### src/rtl/ula_pkg.sv
`default_nettype none
// ============================================================================
// Module   : ula_pkg
// Brief    : Shared constants and state type for the ALU command sequencer.
// Revision : 1.0
// ============================================================================
package ula_pkg;

    localparam logic [3:0] OP_AND = 4'b0000;
    localparam logic [3:0] OP_OR  = 4'b0001;
    localparam logic [3:0] OP_ADD = 4'b0010;
    localparam logic [3:0] OP_SUB = 4'b0110;
    localparam logic [3:0] OP_SLT = 4'b0111;
    localparam logic [3:0] OP_NOR = 4'b1100;

    localparam logic [2:0] CODE_AND = 3'b000;
    localparam logic [2:0] CODE_OR  = 3'b001;
    localparam logic [2:0] CODE_ADD = 3'b010;
    localparam logic [2:0] CODE_SUB = 3'b011;
    localparam logic [2:0] CODE_SLT = 3'b100;
    localparam logic [2:0] CODE_NOR = 3'b101;
    localparam logic [2:0] CODE_MUL = 3'b110;
    localparam logic [2:0] CODE_RSV = 3'b111;

    typedef enum logic [1:0] {
        ST_IDLE = 2'd0,
        ST_EXEC = 2'd1,
        ST_MUL  = 2'd2,
        ST_RESP = 2'd3
    } state_t;

    function automatic logic [3:0] code_to_op(input logic [2:0] code);
        case (code)
            CODE_OR:  return OP_OR;
            CODE_ADD: return OP_ADD;
            CODE_SUB: return OP_SUB;
            CODE_SLT: return OP_SLT;
            CODE_NOR: return OP_NOR;
            default:  return OP_AND;
        endcase
    endfunction

endpackage
`default_nettype wire

### src/rtl/ula_sequencer_if.sv
`default_nettype none
// ============================================================================
// Module   : ula_sequencer_if
// Brief    : Command, response and ALU-side signals of the ALU sequencer.
// Revision : 1.0
// ============================================================================
interface ula_sequencer_if #(
    parameter int DATA_W = 8
);
    logic                  cmd_valid;
    logic                  cmd_ready;
    logic [2:0]            cmd_code;
    logic [DATA_W-1:0]     cmd_a;
    logic [DATA_W-1:0]     cmd_b;

    logic                  rsp_valid;
    logic                  rsp_ready;
    logic [2*DATA_W-1:0]   rsp_data;
    logic                  rsp_cout;
    logic                  rsp_ovf;
    logic                  rsp_zero;
    logic                  rsp_err;

    logic [DATA_W-1:0]     alu_a;
    logic [DATA_W-1:0]     alu_b;
    logic [3:0]            alu_op;
    logic [DATA_W-1:0]     alu_result;
    logic                  alu_cout;
    logic                  alu_overflow;
    logic                  alu_zero;

    // Sequencer side
    modport master (
        input  cmd_valid, cmd_code, cmd_a, cmd_b, rsp_ready,
        input  alu_result, alu_cout, alu_overflow, alu_zero,
        output cmd_ready, rsp_valid, rsp_data, rsp_cout, rsp_ovf, rsp_zero, rsp_err,
        output alu_a, alu_b, alu_op
    );

    // Requester plus ALU side
    modport slave (
        output cmd_valid, cmd_code, cmd_a, cmd_b, rsp_ready,
        output alu_result, alu_cout, alu_overflow, alu_zero,
        input  cmd_ready, rsp_valid, rsp_data, rsp_cout, rsp_ovf, rsp_zero, rsp_err,
        input  alu_a, alu_b, alu_op
    );
endinterface
`default_nettype wire

### src/rtl/ula_mul_step.sv
`default_nettype none
// ============================================================================
// Module   : ula_mul_step
// Brief    : One shift-add multiply iteration: {P,Q} = {cout,result,Q} >> 1.
// Revision : 1.0
// ============================================================================
module ula_mul_step #(
    parameter int DATA_W = 8
) (
    input  wire logic [DATA_W-1:0] i_alu_result,
    input  wire logic              i_alu_cout,
    input  wire logic [DATA_W-1:0] i_q,
    output logic      [DATA_W-1:0] o_p_next,
    output logic      [DATA_W-1:0] o_q_next
);
    assign o_p_next = {i_alu_cout, i_alu_result[DATA_W-1:1]};
    assign o_q_next = {i_alu_result[0], i_q[DATA_W-1:1]};
endmodule
`default_nettype wire

### src/rtl/ula_sequencer.sv
`default_nettype none
// ============================================================================
// Module   : ula_sequencer
// Brief    : Valid/ready command front-end for the 8-bit ALU with shift-add MUL.
// Revision : 1.0
// ============================================================================
module ula_sequencer
    import ula_pkg::*;
#(
    parameter int DATA_W     = 8,
    parameter bit ENABLE_MUL = 1'b1
) (
    input wire logic        clk,
    input wire logic        rst,
    ula_sequencer_if.master bus
);
    localparam logic [2:0] c_CNT_LAST = 3'(DATA_W - 1);

    state_t                r_state;
    state_t                w_state_next;
    logic [2:0]            r_code;
    logic [DATA_W-1:0]     r_a;
    logic [DATA_W-1:0]     r_p;
    logic [DATA_W-1:0]     r_q;
    logic [2:0]            r_cnt;
    logic [2*DATA_W-1:0]   r_rsp_data;
    logic                  r_rsp_cout;
    logic                  r_rsp_ovf;
    logic                  r_rsp_zero;
    logic                  r_rsp_err;

    logic [DATA_W-1:0]     w_alu_a;
    logic [DATA_W-1:0]     w_alu_b;
    logic [3:0]            w_alu_op;
    logic                  w_cmd_ready;
    logic                  w_rsp_valid;
    logic [DATA_W-1:0]     w_p_next;
    logic [DATA_W-1:0]     w_q_next;
    logic                  w_is_single;
    logic                  w_is_mul;

    assign w_is_single = (bus.cmd_code <= CODE_NOR);
    assign w_is_mul    = ENABLE_MUL && (bus.cmd_code == CODE_MUL);

    ula_mul_step #(.DATA_W(DATA_W)) u_mul_step (
        .i_alu_result (bus.alu_result),
        .i_alu_cout   (bus.alu_cout),
        .i_q          (r_q),
        .o_p_next     (w_p_next),
        .o_q_next     (w_q_next)
    );

    always_ff @(posedge clk) begin
        if (rst) r_state <= ST_IDLE;
        else     r_state <= w_state_next;
    end

    always_comb begin
        w_state_next = r_state;
        w_alu_a      = '0;
        w_alu_b      = '0;
        w_alu_op     = OP_AND;
        w_cmd_ready  = 1'b0;
        w_rsp_valid  = 1'b0;
        case (r_state)
            ST_IDLE: begin
                w_cmd_ready = 1'b1;
                if (bus.cmd_valid) begin
                    if (w_is_single)   w_state_next = ST_EXEC;
                    else if (w_is_mul) w_state_next = ST_MUL;
                    else               w_state_next = ST_RESP;
                end
            end
            ST_EXEC: begin
                w_alu_a      = r_a;
                w_alu_b      = r_q;
                w_alu_op     = code_to_op(r_code);
                w_state_next = ST_RESP;
            end
            ST_MUL: begin
                // Partial product accumulates in P; multiplier bits shift out of Q
                w_alu_a  = r_p;
                w_alu_b  = r_q[0] ? r_a : '0;
                w_alu_op = OP_ADD;
                if (r_cnt == c_CNT_LAST) w_state_next = ST_RESP;
            end
            ST_RESP: begin
                w_rsp_valid = 1'b1;
                if (bus.rsp_ready) w_state_next = ST_IDLE;
            end
            default: w_state_next = ST_IDLE;
        endcase
    end

    always_ff @(posedge clk) begin
        if (rst) begin
            r_code     <= '0;
            r_a        <= '0;
            r_p        <= '0;
            r_q        <= '0;
            r_cnt      <= '0;
            r_rsp_data <= '0;
            r_rsp_cout <= 1'b0;
            r_rsp_ovf  <= 1'b0;
            r_rsp_zero <= 1'b0;
            r_rsp_err  <= 1'b0;
        end else begin
            case (r_state)
                ST_IDLE: begin
                    if (bus.cmd_valid) begin
                        r_code <= bus.cmd_code;
                        r_a    <= bus.cmd_a;
                        r_q    <= bus.cmd_b;
                        r_p    <= '0;
                        r_cnt  <= '0;
                        if (!w_is_single && !w_is_mul) begin
                            r_rsp_data <= '0;
                            r_rsp_cout <= 1'b0;
                            r_rsp_ovf  <= 1'b0;
                            r_rsp_zero <= 1'b0;
                            r_rsp_err  <= 1'b1;
                        end
                    end
                end
                ST_EXEC: begin
                    r_rsp_data <= {{DATA_W{1'b0}}, bus.alu_result};
                    r_rsp_cout <= bus.alu_cout;
                    r_rsp_ovf  <= bus.alu_overflow;
                    r_rsp_zero <= bus.alu_zero;
                    r_rsp_err  <= 1'b0;
                end
                ST_MUL: begin
                    r_p   <= w_p_next;
                    r_q   <= w_q_next;
                    r_cnt <= r_cnt + 3'd1;
                    if (r_cnt == c_CNT_LAST) begin
                        r_rsp_data <= {w_p_next, w_q_next};
                        r_rsp_cout <= 1'b0;
                        r_rsp_ovf  <= |w_p_next;
                        r_rsp_zero <= ~|{w_p_next, w_q_next};
                        r_rsp_err  <= 1'b0;
                    end
                end
                default: ;
            endcase
        end
    end

    assign bus.cmd_ready = w_cmd_ready;
    assign bus.rsp_valid = w_rsp_valid;
    assign bus.rsp_data  = r_rsp_data;
    assign bus.rsp_cout  = r_rsp_cout;
    assign bus.rsp_ovf   = r_rsp_ovf;
    assign bus.rsp_zero  = r_rsp_zero;
    assign bus.rsp_err   = r_rsp_err;
    assign bus.alu_a     = w_alu_a;
    assign bus.alu_b     = w_alu_b;
    assign bus.alu_op    = w_alu_op;

endmodule
`default_nettype wire

### src/flat_wrapper.sv
// flat-port wrapper written by rule: the top's interface ports become plain ports
module ula_sequencer_flat import ula_pkg::*;
#(
    parameter int DATA_W     = 8,
    parameter bit ENABLE_MUL = 1'b1
)
  (clk, rst, bus_cmd_valid, bus_cmd_code, bus_cmd_a, bus_cmd_b, bus_rsp_ready, bus_alu_result, bus_alu_cout, bus_alu_overflow, bus_alu_zero, bus_cmd_ready, bus_rsp_valid, bus_rsp_data, bus_rsp_cout, bus_rsp_ovf, bus_rsp_zero, bus_rsp_err, bus_alu_a, bus_alu_b, bus_alu_op);
  ula_sequencer_if #(.DATA_W(DATA_W)) bus_i ();
  input wire logic clk;
  input wire logic rst;
  input wire logic [$bits(bus_i.cmd_valid)-1:0] bus_cmd_valid;
  input wire logic [$bits(bus_i.cmd_code)-1:0] bus_cmd_code;
  input wire logic [$bits(bus_i.cmd_a)-1:0] bus_cmd_a;
  input wire logic [$bits(bus_i.cmd_b)-1:0] bus_cmd_b;
  input wire logic [$bits(bus_i.rsp_ready)-1:0] bus_rsp_ready;
  input wire logic [$bits(bus_i.alu_result)-1:0] bus_alu_result;
  input wire logic [$bits(bus_i.alu_cout)-1:0] bus_alu_cout;
  input wire logic [$bits(bus_i.alu_overflow)-1:0] bus_alu_overflow;
  input wire logic [$bits(bus_i.alu_zero)-1:0] bus_alu_zero;
  output wire logic [$bits(bus_i.cmd_ready)-1:0] bus_cmd_ready;
  output wire logic [$bits(bus_i.rsp_valid)-1:0] bus_rsp_valid;
  output wire logic [$bits(bus_i.rsp_data)-1:0] bus_rsp_data;
  output wire logic [$bits(bus_i.rsp_cout)-1:0] bus_rsp_cout;
  output wire logic [$bits(bus_i.rsp_ovf)-1:0] bus_rsp_ovf;
  output wire logic [$bits(bus_i.rsp_zero)-1:0] bus_rsp_zero;
  output wire logic [$bits(bus_i.rsp_err)-1:0] bus_rsp_err;
  output wire logic [$bits(bus_i.alu_a)-1:0] bus_alu_a;
  output wire logic [$bits(bus_i.alu_b)-1:0] bus_alu_b;
  output wire logic [$bits(bus_i.alu_op)-1:0] bus_alu_op;
  assign bus_i.cmd_valid = bus_cmd_valid;
  assign bus_i.cmd_code = bus_cmd_code;
  assign bus_i.cmd_a = bus_cmd_a;
  assign bus_i.cmd_b = bus_cmd_b;
  assign bus_i.rsp_ready = bus_rsp_ready;
  assign bus_i.alu_result = bus_alu_result;
  assign bus_i.alu_cout = bus_alu_cout;
  assign bus_i.alu_overflow = bus_alu_overflow;
  assign bus_i.alu_zero = bus_alu_zero;
  assign bus_cmd_ready = bus_i.cmd_ready;
  assign bus_rsp_valid = bus_i.rsp_valid;
  assign bus_rsp_data = bus_i.rsp_data;
  assign bus_rsp_cout = bus_i.rsp_cout;
  assign bus_rsp_ovf = bus_i.rsp_ovf;
  assign bus_rsp_zero = bus_i.rsp_zero;
  assign bus_rsp_err = bus_i.rsp_err;
  assign bus_alu_a = bus_i.alu_a;
  assign bus_alu_b = bus_i.alu_b;
  assign bus_alu_op = bus_i.alu_op;
  ula_sequencer #(.DATA_W(DATA_W), .ENABLE_MUL(ENABLE_MUL)) u_core (.clk(clk), .rst(rst), .bus(bus_i));
endmodule
### config.mk
export PLATFORM = sky130hd
export DESIGN_NAME = ula_sequencer_flat
export DESIGN_NICKNAME = d
export VERILOG_FILES = /design/src/rtl/ula_pkg.sv /design/src/rtl/ula_sequencer_if.sv /design/src/rtl/ula_mul_step.sv /design/src/rtl/ula_sequencer.sv /design/src/flat_wrapper.sv
export SDC_FILE = /design/constraint.sdc
export NUM_CORES = 1
export LEC_CHECK = 0
export ABC_AREA = 0
export BUFFER_PORTS_ARGS = -buffer_cell sky130_fd_sc_hd__buf_2
export CORE_UTILIZATION = 41
export CTS_CLUSTER_SIZE = 20
export DETAILED_ROUTE_END_ITERATION = 6
export PLACE_DENSITY = 0.65
export SKIP_CTS_REPAIR_TIMING = 1
export SLEW_MARGIN = 20
export SYNTH_ARGS = -nofsm -noshare
export SYNTH_HDL_FRONTEND = slang
export SYNTH_HIERARCHICAL = 1
export SYNTH_SLANG_ARGS = --single-unit
### constraint.sdc
create_clock -name clk -period 2.2 [get_ports clk]
set_clock_uncertainty 0.05 [all_clocks]
set_input_delay 0.44 -clock clk [delete_from_list [all_inputs] [get_ports clk]]
set_output_delay 0.44 -clock clk [all_outputs]
set_load 0.01 [all_outputs]
==> summary.txt <==
Logic synthesis
  • Yosys reg bits: 52
  • Yosys top cell area share: 0.389
  • YS warnings: 6
  • Synthesized area: 0.00268 sq mm
  • Ys async rst share: 0
  • Syn avg cell area: 8.57 sq um
  • Syn nets: ~350
  • Distinct cells, synth: 37
  • Ys flop type: dfxtp_1
  • Post-synth top cells: dfxtp_1, a21oi_1, nand2_1, nor2_1, a22oi_1
  • Yosys top cell by area: dfxtp_1
  • Most frequent cell after synthesis: dfxtp_1
  • Cell count after synthesis: 312
  • Synth area leaders: dfxtp_1, a21oi_1, a22oi_1
  • EDFF count, synth: 0
  • Seq/Total Area, Yosys: 0.389

Drt
  • Routed len/inst: about 17 microns
  • Routed vias: ~2,500
  • DRT Pass-1 Iters: 7
  • Starting DRT DRC Count: 197
  • Post-route ant nets: 0
  • # DRC: 2
  • Routed vias/inst: 5.65
  • Final wirelength: 7790 microns

Clocking
  • CTS buffer count: 5
  • Later-pin clock latency in the skew report: 310 ps
  • CTS H-tree lvls: 2
  • CTS sink count: 52
  • Clock buffer depth: 2
  • CTS clk-pin slew, worst paths: roughly 100 ps
  • Clk root buf: clkbuf_8
  • TritonCTS clock tree: done

Critical path
  • WP buf/inv: 3
  • Top Family by Delay on Critical Path: buffers and inverters
  • Worst EP required: approximately 1700 ps
  • Crit start category: flop
  • Slowest Stage Delay on Critical Path: 330 ps
  • Critical path class: reg -> out
  • CP Capture Type: output pin
  • CP cell instances: inv_1 -> ha_4 -> and2_4 -> clkbuf_16 -> a22o_1 -> buf_2
  • Slowest-stage cell, CP: dfxtp_2
  • Worst Path Max Fanout: 8
  • CP arrival: 1720 ps

Die
  • Starting Density: 0.424
  • IO Pins: 76
  • Die footprint: roughly 0.0069 sq mm
  • Die Span Y: 82.8 microns
  • # rows: 29
  • Die Width: 82.8 microns
  • Core ar.: 0.00631 sq mm

Placement
  • DP HPWL: between 5000 and 6000 microns
  • GP Congestion: 0.794
  • Port bufs: 75
  • Placed Instances: ~440

Worst hold path
  • Worst min-delay path class: in -> reg

Timing
  • Fmax: 452 MHz
  • Final hold vios: 0
  • Setup ws final: -11.3 ps
  • TNS Setup: -21.6 ps
  • Final setup viols: 4
  • Slew @ Worst Pin: 633 ps
  • Final Max Tran Viols: 0
  • Min Tclk post-route: 2210 ps
  • Period utilisation layout: 1.01
  • Slew HR: 0.578
  • RSZ-0062 raised after global routing: yes
  • Hold slack: about 310 ps

Outcome
  • Result of the run: finished with violations
  • Failing checks: design-rule violations, negative setup slack

Final layout
  • Final cell count without fillers: 451
  • Layout area overhead: 21.8%
  • Total Nets Final: 415
  • Diodes inserted: 0
  • Share of layout cells above drive strength 1: 0.329

Power and ir drop
  • Peak supply drop: roughly 700 uV
  • Pwr Density: approximately 1300 mW/mm^2
  • Leak: 0.00136 uW

Global routing
  • Gr ovfl total: 0
  • Global-route total usage across every layer: 0.219
  • Largest net degree at the start of global routing: 30
  • First-pass GRT wire length: 11,200 microns
  • Initial antenna violation count: 0
  • Vias in the first global route: 2,205

Run
  • MaxCap Viol Count: 0
[final timing paths]
| check | slack (ps) | startpoint | cells after the start | to |
|---|---|---|---|---|
| worst max-delay path | -10 | u_core/r_state[1] | 6 | bus_alu_a[6] |
| worst min-delay path | 310 | bus_cmd_a[6] | 3 | u_core/r_a[6] |
| worst max register to register | 320 | u_core/r_cnt[0] | 6 | u_core/bus.rsp_data[3] |
| worst min register to register | 430 | u_core/bus.rsp_data[11] | 2 | u_core/bus.rsp_data[11] |
[cell type report]
cell class | count | area, sq um
Timing Repair Buffer | 95 | 573
Sequential cell | 52 | 1050
Inverter | 8 | 32.5
Tap cell | 77 | 96.3
Fill cell | 615 | 3050
Clock buffer | 5 | 68.8
Multi-Input combinational cell | 211 | 1410
Clock inverter | 3 | 21.3
[kinds of logic (layout without fill, tap and decap cells)]
kind of cell | count (synthesis) | after routing | synth area share
AOI/OAI and AO/OA | 105 | 105 | 0.267
xor gates and xnor gates | 1 | 1 | 0.00327
adders and majority gates | 8 | 8 | 0.0374
buffers and inverters | 49 | 111 | 0.101
DFF | 52 | 52 | 0.389
muxes | 10 | 10 | 0.0374
and+or+nand+nor | 87 | 87 | 0.165
[flip-flops by register name, summed over array words and instances (netlist names)]
name                 cells
u_core/r_code            3
u_core/r_state           2
u_core/bus.rsp_ovf       1
u_core/bus.rsp_err       1
u_core/r_p               8
u_core/bus.rsp_data     16
u_core/r_a               8
u_core/r_cnt             3
u_core/r_q               8
u_core/bus.rsp_cout      1
u_core/bus.rsp_zero      1
[metal layers]
metal  track usage  up-vias  part of all wire
met5             0        -                 0
met1         0.312     1189              0.45
met3        0.0317       13             0.068
met2         0.348      104              0.47
li1              -     1240                 -
met4        0.0517        0             0.013
[layout by cell type, fill, tap and decap left out, drive strengths merged, types with 2 or more instances in the layout]
cell | synthesis | routed
nand4 | 10 | 10
nand2 | 26 | 26
a22oi | 19 | 19
a22o | 15 | 15
nor3 | 2 | 2
nand2b | 5 | 5
a21o | 2 | 2
nand3 | 5 | 5
ha | 8 | 8
buf | 30 | 93
and2 | 4 | 4
a21oi | 33 | 33
o21ai | 13 | 13
nor4 | 3 | 3
a211oi | 17 | 17
mux2i | 10 | 10
dfxtp | 52 | 52
nor2 | 25 | 25
and3 | 3 | 3
clkbuf | 11 | 7
nor2b | 3 | 3
inv | 8 | 9
[power by group]
part | total, uW | internal (uW) | switching [uW]
sequential | 1400 | 1180 | 222
clock | 568 | 227 | 342
combinational | 2120 | 893 | 1220
total | 4090 | 2300 | 1790
[worst reg2reg max path, delay by kind of cell, from the launching register on]
family | cells | cell delay, ps
adder cells (fa/ha/maj) | 2 | 550
buffers and inverters | 1 | 210
AO/OA/AOI/OAI | 2 | 330
flip-flops | 1 | 360
AND/OR/NAND/NOR | 1 | 290
[through the flow]
stage / total power [uW] / setup slack, ps / area [sq um] / utilization
2_1_floorplan: 2750 / 170 / 2680 / -
3_3_place_gp: 3230 / 155 / 3020 / 0.479
3_5_place_dp: 3280 / 107 / 3020 / 0.479
4_1_cts: 3840 / -245 / 3110 / 0.493
5_1_grt: 4350 / -41.6 / 3260 / 0.516
6_report: 4090 / -11.3 / 3260 / 0.516
(Power assumes the default switching activity.)
